## config.mk

```make
export PLATFORM = sky130hd
export DESIGN_NAME = writeback_unit_flat
export DESIGN_NICKNAME = d
export VERILOG_FILES = /design/src/rtl/writeback_unit_if.sv /design/src/rtl/writeback_unit.sv /design/src/flat_wrapper.sv
export SDC_FILE = /design/constraint.sdc
export NUM_CORES = 1
export LEC_CHECK = 0
export BUFFER_PORTS_ARGS = -buffer_cell sky130_fd_sc_hd__buf_2
export CORE_ASPECT_RATIO = 2
export CORE_MARGIN = 2
export CORE_UTILIZATION = 60
export DETAILED_ROUTE_END_ITERATION = 12
export HOLD_SLACK_MARGIN = 0.1
export PLACE_DENSITY = 0.87
export SKIP_LAST_GASP = 1
export SLEW_MARGIN = 15
export SYNTH_ARGS = -nofsm -noshare
export SYNTH_HDL_FRONTEND = slang
export SYNTH_SLANG_ARGS = --single-unit
export TNS_END_PERCENT = 20
```

## constraint.sdc

```tcl
create_clock -name clk -period 4.7 [get_ports clk]
set_input_delay 0.47 -clock clk [delete_from_list [all_inputs] [get_ports clk]]
set_output_delay 0.47 -clock clk [all_outputs]
set_load 0.05 [all_outputs]
```

## src/rtl/writeback_unit_if.sv

```systemverilog
// Writeback stage bundle: ALU and load completion streams in, register-file write port and queue occupancy out.
interface writeback_unit_if #(
  parameter int LQ_DEPTH = 4
);
  localparam int CNT_W = $clog2(LQ_DEPTH + 1);

  logic             alu_valid;
  logic             alu_ready;
  logic [4:0]       alu_rd;
  logic [63:0]      alu_result;

  logic             mem_valid;
  logic             mem_ready;
  logic [4:0]       mem_rd;
  logic [63:0]      mem_data;
  logic [2:0]       mem_funct3;
  logic [2:0]       mem_offset;

  logic             write_sig;
  logic [4:0]       write_reg;
  logic [63:0]      write_val;
  logic [CNT_W-1:0] lq_count;

  // The producer/consumer side (issue stage, memory, register file).
  modport master (
    output alu_valid, alu_rd, alu_result,
    output mem_valid, mem_rd, mem_data, mem_funct3, mem_offset,
    input  alu_ready, mem_ready,
    input  write_sig, write_reg, write_val, lq_count
  );

  // The writeback unit itself.
  modport slave (
    input  alu_valid, alu_rd, alu_result,
    input  mem_valid, mem_rd, mem_data, mem_funct3, mem_offset,
    output alu_ready, mem_ready,
    output write_sig, write_reg, write_val, lq_count
  );
endinterface

```

## src/rtl/writeback_unit.sv

```systemverilog
// Writeback stage: merges single-cycle ALU results with late load results into one register-file write per cycle,
// with a small load queue and a bounded-starvation arbiter that favours load drain.
module writeback_unit #(
  parameter int LQ_DEPTH     = 4,
  parameter int STARVE_LIMIT = 4
) (
  input logic              clk,
  input logic              reset,
  writeback_unit_if.slave  wb
);
  localparam int CNT_W = $clog2(LQ_DEPTH + 1);
  localparam int PTR_W = $clog2(LQ_DEPTH);
  localparam int ST_W  = $clog2(STARVE_LIMIT + 1);

  logic [4:0]       lq_rd  [LQ_DEPTH];
  logic [63:0]      lq_val [LQ_DEPTH];
  logic [PTR_W-1:0] head;
  logic [PTR_W-1:0] tail;
  logic [CNT_W-1:0] count;
  logic [ST_W-1:0]  starve;

  logic [63:0]      shifted;
  logic [63:0]      load_value;
  logic             lq_empty;
  logic             lq_full;
  logic             at_limit;
  logic             push;
  logic             grant_alu;
  logic             grant_lq;

  logic             write_sig_q;
  logic [4:0]       write_reg_q;
  logic [63:0]      write_val_q;

  // Lane extraction happens before enqueue so the queue holds register-ready values.
  always_comb begin
    shifted    = wb.mem_data >> {wb.mem_offset, 3'b000};
    load_value = shifted;
    case (wb.mem_funct3)
      3'b000:  load_value = {{56{shifted[7]}},  shifted[7:0]};
      3'b001:  load_value = {{48{shifted[15]}}, shifted[15:0]};
      3'b010:  load_value = {{32{shifted[31]}}, shifted[31:0]};
      3'b100:  load_value = {56'd0, shifted[7:0]};
      3'b101:  load_value = {48'd0, shifted[15:0]};
      3'b110:  load_value = {32'd0, shifted[31:0]};
      default: load_value = shifted;
    endcase
  end

  assign lq_empty  = (count == '0);
  assign lq_full   = (count == CNT_W'(LQ_DEPTH));
  assign at_limit  = (starve == ST_W'(STARVE_LIMIT));

  assign wb.alu_ready = !reset && (lq_empty || at_limit);
  assign wb.mem_ready = !reset && !lq_full;
  assign grant_alu    = wb.alu_valid && (lq_empty || at_limit);
  assign grant_lq     = !lq_empty && !grant_alu;
  assign push         = wb.mem_valid && wb.mem_ready;

  always_ff @(posedge clk) begin
    if (push) begin
      lq_rd[tail]  <= wb.mem_rd;
      lq_val[tail] <= load_value;
    end
  end

  // Pointers wrap naturally because the depth is a power of two.
  always_ff @(posedge clk) begin
    if (reset) begin
      head  <= '0;
      tail  <= '0;
      count <= '0;
    end else begin
      if (push)
        tail <= tail + PTR_W'(1);
      if (grant_lq)
        head <= head + PTR_W'(1);
      case ({push, grant_lq})
        2'b10:   count <= count + CNT_W'(1);
        2'b01:   count <= count - CNT_W'(1);
        default: count <= count;
      endcase
    end
  end

  always_ff @(posedge clk) begin
    if (reset)
      starve <= '0;
    else if (grant_alu || !wb.alu_valid)
      starve <= '0;
    else if (grant_lq && !at_limit)
      starve <= starve + ST_W'(1);
  end

  // x0 writes still consume the grant and update reg/val, but never raise the write enable.
  always_ff @(posedge clk) begin
    if (reset) begin
      write_sig_q <= 1'b0;
      write_reg_q <= '0;
      write_val_q <= '0;
    end else if (grant_alu) begin
      write_sig_q <= (wb.alu_rd != 5'd0);
      write_reg_q <= wb.alu_rd;
      write_val_q <= wb.alu_result;
    end else if (grant_lq) begin
      write_sig_q <= (lq_rd[head] != 5'd0);
      write_reg_q <= lq_rd[head];
      write_val_q <= lq_val[head];
    end else begin
      write_sig_q <= 1'b0;
    end
  end

  assign wb.write_sig = write_sig_q;
  assign wb.write_reg = write_reg_q;
  assign wb.write_val = write_val_q;
  assign wb.lq_count  = count;
endmodule

```

## src/flat_wrapper.sv

```systemverilog
// flat-port wrapper written by rule: the top's interface ports become plain ports
module writeback_unit_flat 
#(
  parameter int LQ_DEPTH     = 4,
  parameter int STARVE_LIMIT = 4
)
  (clk, reset, wb_alu_valid, wb_alu_rd, wb_alu_result, wb_mem_valid, wb_mem_rd, wb_mem_data, wb_mem_funct3, wb_mem_offset, wb_alu_ready, wb_mem_ready, wb_write_sig, wb_write_reg, wb_write_val, wb_lq_count);
  writeback_unit_if #(.LQ_DEPTH(LQ_DEPTH)) wb_i ();
  input logic clk;
  input logic reset;
  input wire logic [$bits(wb_i.alu_valid)-1:0] wb_alu_valid;
  input wire logic [$bits(wb_i.alu_rd)-1:0] wb_alu_rd;
  input wire logic [$bits(wb_i.alu_result)-1:0] wb_alu_result;
  input wire logic [$bits(wb_i.mem_valid)-1:0] wb_mem_valid;
  input wire logic [$bits(wb_i.mem_rd)-1:0] wb_mem_rd;
  input wire logic [$bits(wb_i.mem_data)-1:0] wb_mem_data;
  input wire logic [$bits(wb_i.mem_funct3)-1:0] wb_mem_funct3;
  input wire logic [$bits(wb_i.mem_offset)-1:0] wb_mem_offset;
  output wire logic [$bits(wb_i.alu_ready)-1:0] wb_alu_ready;
  output wire logic [$bits(wb_i.mem_ready)-1:0] wb_mem_ready;
  output wire logic [$bits(wb_i.write_sig)-1:0] wb_write_sig;
  output wire logic [$bits(wb_i.write_reg)-1:0] wb_write_reg;
  output wire logic [$bits(wb_i.write_val)-1:0] wb_write_val;
  output wire logic [$bits(wb_i.lq_count)-1:0] wb_lq_count;
  assign wb_i.alu_valid = wb_alu_valid;
  assign wb_i.alu_rd = wb_alu_rd;
  assign wb_i.alu_result = wb_alu_result;
  assign wb_i.mem_valid = wb_mem_valid;
  assign wb_i.mem_rd = wb_mem_rd;
  assign wb_i.mem_data = wb_mem_data;
  assign wb_i.mem_funct3 = wb_mem_funct3;
  assign wb_i.mem_offset = wb_mem_offset;
  assign wb_alu_ready = wb_i.alu_ready;
  assign wb_mem_ready = wb_i.mem_ready;
  assign wb_write_sig = wb_i.write_sig;
  assign wb_write_reg = wb_i.write_reg;
  assign wb_write_val = wb_i.write_val;
  assign wb_lq_count = wb_i.lq_count;
  writeback_unit #(.LQ_DEPTH(LQ_DEPTH), .STARVE_LIMIT(STARVE_LIMIT)) u_core (.clk(clk), .reset(reset), .wb(wb_i));
endmodule
```

==> impl_metrics.sql <==
INSERT INTO impl_metrics (metric_group, metric, value, unit) VALUES
('worst_setup_path', 'endpoint_kind', 'flop', ''),
('finish', 'nNetsFinal', '1432', ''),
('routing', 'drt_drc_violations_left', '0', ''),
('worst_setup_path', 'timing.critical_path.cells', 'inv_1 -> ha_1 -> and2_1 -> a21oi_1 -> ha_1 -> inv_1 -> fa_1 -> xor2_1 -> or3_1 -> a21oi_1', ''),
('power_and_ir_drop', 'ir_drop', '337', 'uV'),
('min_path', 'timing.hold.worst.start', 'wb_mem_rd[0]', ''),
('grt', 'pin_count_of_the_biggest_net_entering_global_routing', '87', ''),
('clocking', 'htree_levels', '1', ''),
('placed_design', 'place.detailed.instances', '1590', ''),
('placed_design', 'place.gp.congestion', '0.901', ''),
('synth', 'yosys_most_used_dff', 'sky130_fd_sc_hd__edfxtp_1', ''),
('synth', 'synth_fp_nets', '1252', ''),
('timing', 'slew_worst_pin', '1.04', 'ns'),
('grt', 'grt_overflow_total', '0', ''),
('routing', 'ant_nets', '0', ''),
('worst_setup_path', 'timing.critical_path.from_type', 'flop', ''),
('timing', 'slew_viol_final', '0', ''),
('power_and_ir_drop', 'total_leakage_power', '6.72', 'nW'),
('synth', 'synth_async_sr_flop_share', '0', ''),
('worst_setup_path', 'regToRegStartpoint', 'u_core.starve[0]', ''),
('clocking', 'cts_resized', '0', ''),
('timing', 'skew', '0.0142', 'ns'),
('worst_setup_path', 'timing_worst_setup_path_type', 'flop to flop', ''),
('routing', 'drt_first_pass_iters', '6', ''),
('finish', 'post_route_cells_drive_above_1_share', '0.311', ''),
('timing', 'report.final.hold_viol_count', '0', ''),
('worst_setup_path', 'worstReg2RegEnd', 'u_core.wb.lq_count[2]', ''),
('flow_run', 'drv_cap', '0', ''),
('clocking', 'tritoncts_clock_tree', 'built', ''),
('min_path', 'min_delay_path_depth', '1', ''),
('timing', 'max_freq', '0.354', 'GHz'),
('timing', 'fin_setup_tns', '0', 'ns'),
('finish', 'largest_reg_flops', '256', ''),
('timing', 'timing.final.setup_violations', '0', ''),
('die', 'ios', '223', ''),
('clocking', 'post_cts.repair.setup_buffers', '0', ''),
('synth', 'synth_seq_area_share', '0.627', ''),
('placed_design', 'port_buffers', '222', ''),
('synth', 'synth-edff-count', '276', ''),
('die', 'die_h', '234', 'um'),
('clocking', 'cts_buffers', '28', ''),
('clocking', 'clockBufferDepth', '3', ''),
('worst_setup_path', 'worst_r2r_path_depth', '10', ''),
('die', 'die_width', '119', 'um'),
('finish', 'registers.top_by_ff_count', 'u_core.lq_val', ''),
('routing', 'drt_iter0_markers', '985', ''),
('routing', 'routed_via_density', '6.35', ''),
('run_status', 'status', 'finished, final reports clean', ''),
('worst_setup_path', 'crit_path_max_fanout', '6', ''),
('clocking', 'clock_latency', '0.55', 'ns'),
('worst_setup_path', 'r2r_setup_slack', '1.88', 'ns'),
('routing', 'average_routed_wire_per_standard_cell', '23.6', 'um'),
('die', 'coreArea', '26200', 'um^2'),
('placed_design', 'dp_hpwl', '26100', 'um'),
('routing', 'route.vias.total', '10400', ''),
('die', 'die_area', '27800', 'um^2'),
('power_and_ir_drop', 'power.density', '547', 'nW/um^2'),
('worst_setup_path', 'slowest_stage_cell_crit_path', 'sky130_fd_sc_hd__a21oi_1', ''),
('timing', 'finalCritPeriodShare', '0.601', ''),
('synth', 'yosys_warnings', '0', ''),
('clocking', 'cts_hold_repair.buffers', '0', ''),
('grt', 'grt_pass1_wl', '59000', 'um'),
('worst_setup_path', 'critical_path_required', '5.18', 'ns'),
('min_path', 'hp-class', 'input port to flop', ''),
('die', 'floorplan.rows', '84', ''),
('synth', 'post_synth_num_cell_types', '48', ''),
('grt', 'via_count_of_the_first_global_routing_pass', '10200', ''),
('worst_setup_path', 'worst_path_largest_cell_delay', '0.54', 'ns'),
('finish', 'finish.cell_count_without_fillers', '1643', ''),
('grt', 'number_of_antenna_violations_at_the_first_check_in_global_routing', '1', ''),
('routing', 'detail_route.wirelength', '38800', 'um');
how the worst max path moves through the flow:
stage                            end                  start  depth (start not counted)
5_1_grt        u_core.wb.lq_count[2]       u_core.starve[0]                         10
3_3_place_gp    u_core.lq_val[0][50]       wb_mem_offset[2]                          5
4_1_cts        u_core.wb.lq_count[2]       u_core.starve[0]                         10
6_report       u_core.wb.lq_count[2]       u_core.starve[0]                         10
3_5_place_dp    u_core.lq_val[1][52]       wb_mem_offset[2]                          5
2_1_floorplan     u_core.lq_rd[0][0]  u_core.wb.lq_count[0]                          3
cell type report:
class / instances / area, um^2
Sequential cell: 358 / 9930
Fill cell: 1691 / 8130
Multi-Input combinational cell: 634 / 5450
Timing Repair Buffer: 242 / 1290
Clock buffer: 40 / 807
Tap cell: 344 / 430
Clock inverter: 12 / 92.6
Inverter: 12 / 45.0
Antenna cell: 1 / 2.50
metal layers:
metal  routed length (um)  GRT usage
met5                    0          0
met4                 1810      0.124
met3                 2500     0.0337
met2                20900      0.498
met1                13700      0.333
per-stage QoR:
step	area (um^2)	utilization	hold WS (ns)	power [mW]	worst slack [ns]
finish	18000	0.690	0.136	9.87	1.88
floorplan	15800	-	0.430	6.77	1.30
global placement	17100	0.655	0.443	7.52	1.51
global route	18000	0.689	0.120	10.3	1.68
detailed placement	17100	0.655	0.481	7.61	1.42
CTS	18000	0.689	0.116	9.91	1.87
logic make-up after synthesis:
| kind of cell | synth area share |
|---|---|
| XOR/XNOR | 0.00277 |
| multiplexers | 0.173 |
| AND/OR/NAND/NOR | 0.0940 |
| buffers and inverters | 0.0315 |
| flip-flops | 0.627 |
| AO/OA/AOI/OAI | 0.0645 |
| adder cells (fa/ha/maj) | 0.00680 |
synth_stat cells, types with 2 or more instances:
cell                        instances  share of area
sky130_fd_sc_hd__a21oi_1            8         0.0025
sky130_fd_sc_hd__o2bb2ai_1          8         0.0044
sky130_fd_sc_hd__nor2_1            94          0.022
sky130_fd_sc_hd__buf_2             32          0.010
sky130_fd_sc_hd__or3_1              4         0.0016
sky130_fd_sc_hd__o21ai_1            3        0.00095
sky130_fd_sc_hd__o2111ai_1          7         0.0039
sky130_fd_sc_hd__inv_1             12         0.0028
sky130_fd_sc_hd__a222oi_1           3         0.0019
sky130_fd_sc_hd__buf_1              5         0.0012
sky130_fd_sc_hd__nand2b_1           3         0.0012
sky130_fd_sc_hd__o21ai_0           25         0.0079
sky130_fd_sc_hd__buf_6              3         0.0021
sky130_fd_sc_hd__ha_1               7         0.0055
sky130_fd_sc_hd__nor2b_1           10         0.0040
sky130_fd_sc_hd__xnor2_1            2         0.0011
sky130_fd_sc_hd__buf_4             12         0.0057
sky130_fd_sc_hd__nand4_1           25         0.0099
sky130_fd_sc_hd__mux2_2             9         0.0064
sky130_fd_sc_hd__or4_1              2        0.00095
sky130_fd_sc_hd__dfxtp_1           82           0.10
sky130_fd_sc_hd__xor2_1             3         0.0017
sky130_fd_sc_hd__nand2_1          162          0.038
sky130_fd_sc_hd__mux4_2            99           0.14
sky130_fd_sc_hd__and3_1             7         0.0028
sky130_fd_sc_hd__edfxtp_1         276           0.52
sky130_fd_sc_hd__nand3_1           16         0.0051
sky130_fd_sc_hd__a311oi_1          66          0.037
sky130_fd_sc_hd__mux2i_1           40          0.025
sky130_fd_sc_hd__and2_1            12         0.0047
sky130_fd_sc_hd__clkbuf_1          40         0.0095
sky130_fd_sc_hd__o211ai_1           3         0.0014
power breakdown:
| group | total (mW) | switching [mW] | leakage, nW | internal (mW) |
|---|---|---|---|---|
| Clock | 2.31 | 1.06 | 0.433 | 1.25 |
| Combinational | 3.41 | 2.22 | 3.06 | 1.19 |
| Sequential | 4.15 | 0.314 | 3.22 | 3.84 |
| Total | 9.87 | 3.60 | 6.72 | 6.28 |
placed cells by master, fill, tap and decap left out, types with 4 or more instances in the layout:
cell type,netlist,final
sky130_fd_sc_hd__mux2i_1,40,40
sky130_fd_sc_hd__nand2_1,162,161
sky130_fd_sc_hd__buf_4,12,18
sky130_fd_sc_hd__o2111ai_1,7,7
sky130_fd_sc_hd__a21oi_1,8,8
sky130_fd_sc_hd__inv_1,12,12
sky130_fd_sc_hd__ha_1,7,7
sky130_fd_sc_hd__mux4_2,99,99
sky130_fd_sc_hd__dfxtp_1,82,80
sky130_fd_sc_hd__nand3_1,16,16
sky130_fd_sc_hd__clkbuf_8,0,4
sky130_fd_sc_hd__mux2_2,9,9
sky130_fd_sc_hd__nor2_1,94,94
sky130_fd_sc_hd__and2_1,12,8
sky130_fd_sc_hd__a311oi_1,66,66
sky130_fd_sc_hd__and2_2,0,4
sky130_fd_sc_hd__clkbuf_1,40,7
sky130_fd_sc_hd__clkbuf_16,0,29
sky130_fd_sc_hd__clkinv_2,0,4
sky130_fd_sc_hd__o2bb2ai_1,8,8
sky130_fd_sc_hd__buf_2,32,222
sky130_fd_sc_hd__or3_1,4,4
sky130_fd_sc_hd__o21ai_0,25,25
sky130_fd_sc_hd__edfxtp_1,276,276
sky130_fd_sc_hd__nand4_1,25,25
sky130_fd_sc_hd__nor2b_1,10,10
sky130_fd_sc_hd__and3_1,7,7
critical path: cells and delay by family, from the launching register on:
family / cells / cell delay [ns]
xor gates and xnor gates: 1 / 0.18
DFF: 1 / 0.37
AOI/OAI and AO/OA: 2 / 0.69
adders and majority gates: 3 / 0.88
buffers and inverters: 2 / 0.12
and+or+nand+nor: 2 / 0.51
Note: power is estimated with default switching activity, not from simulation.
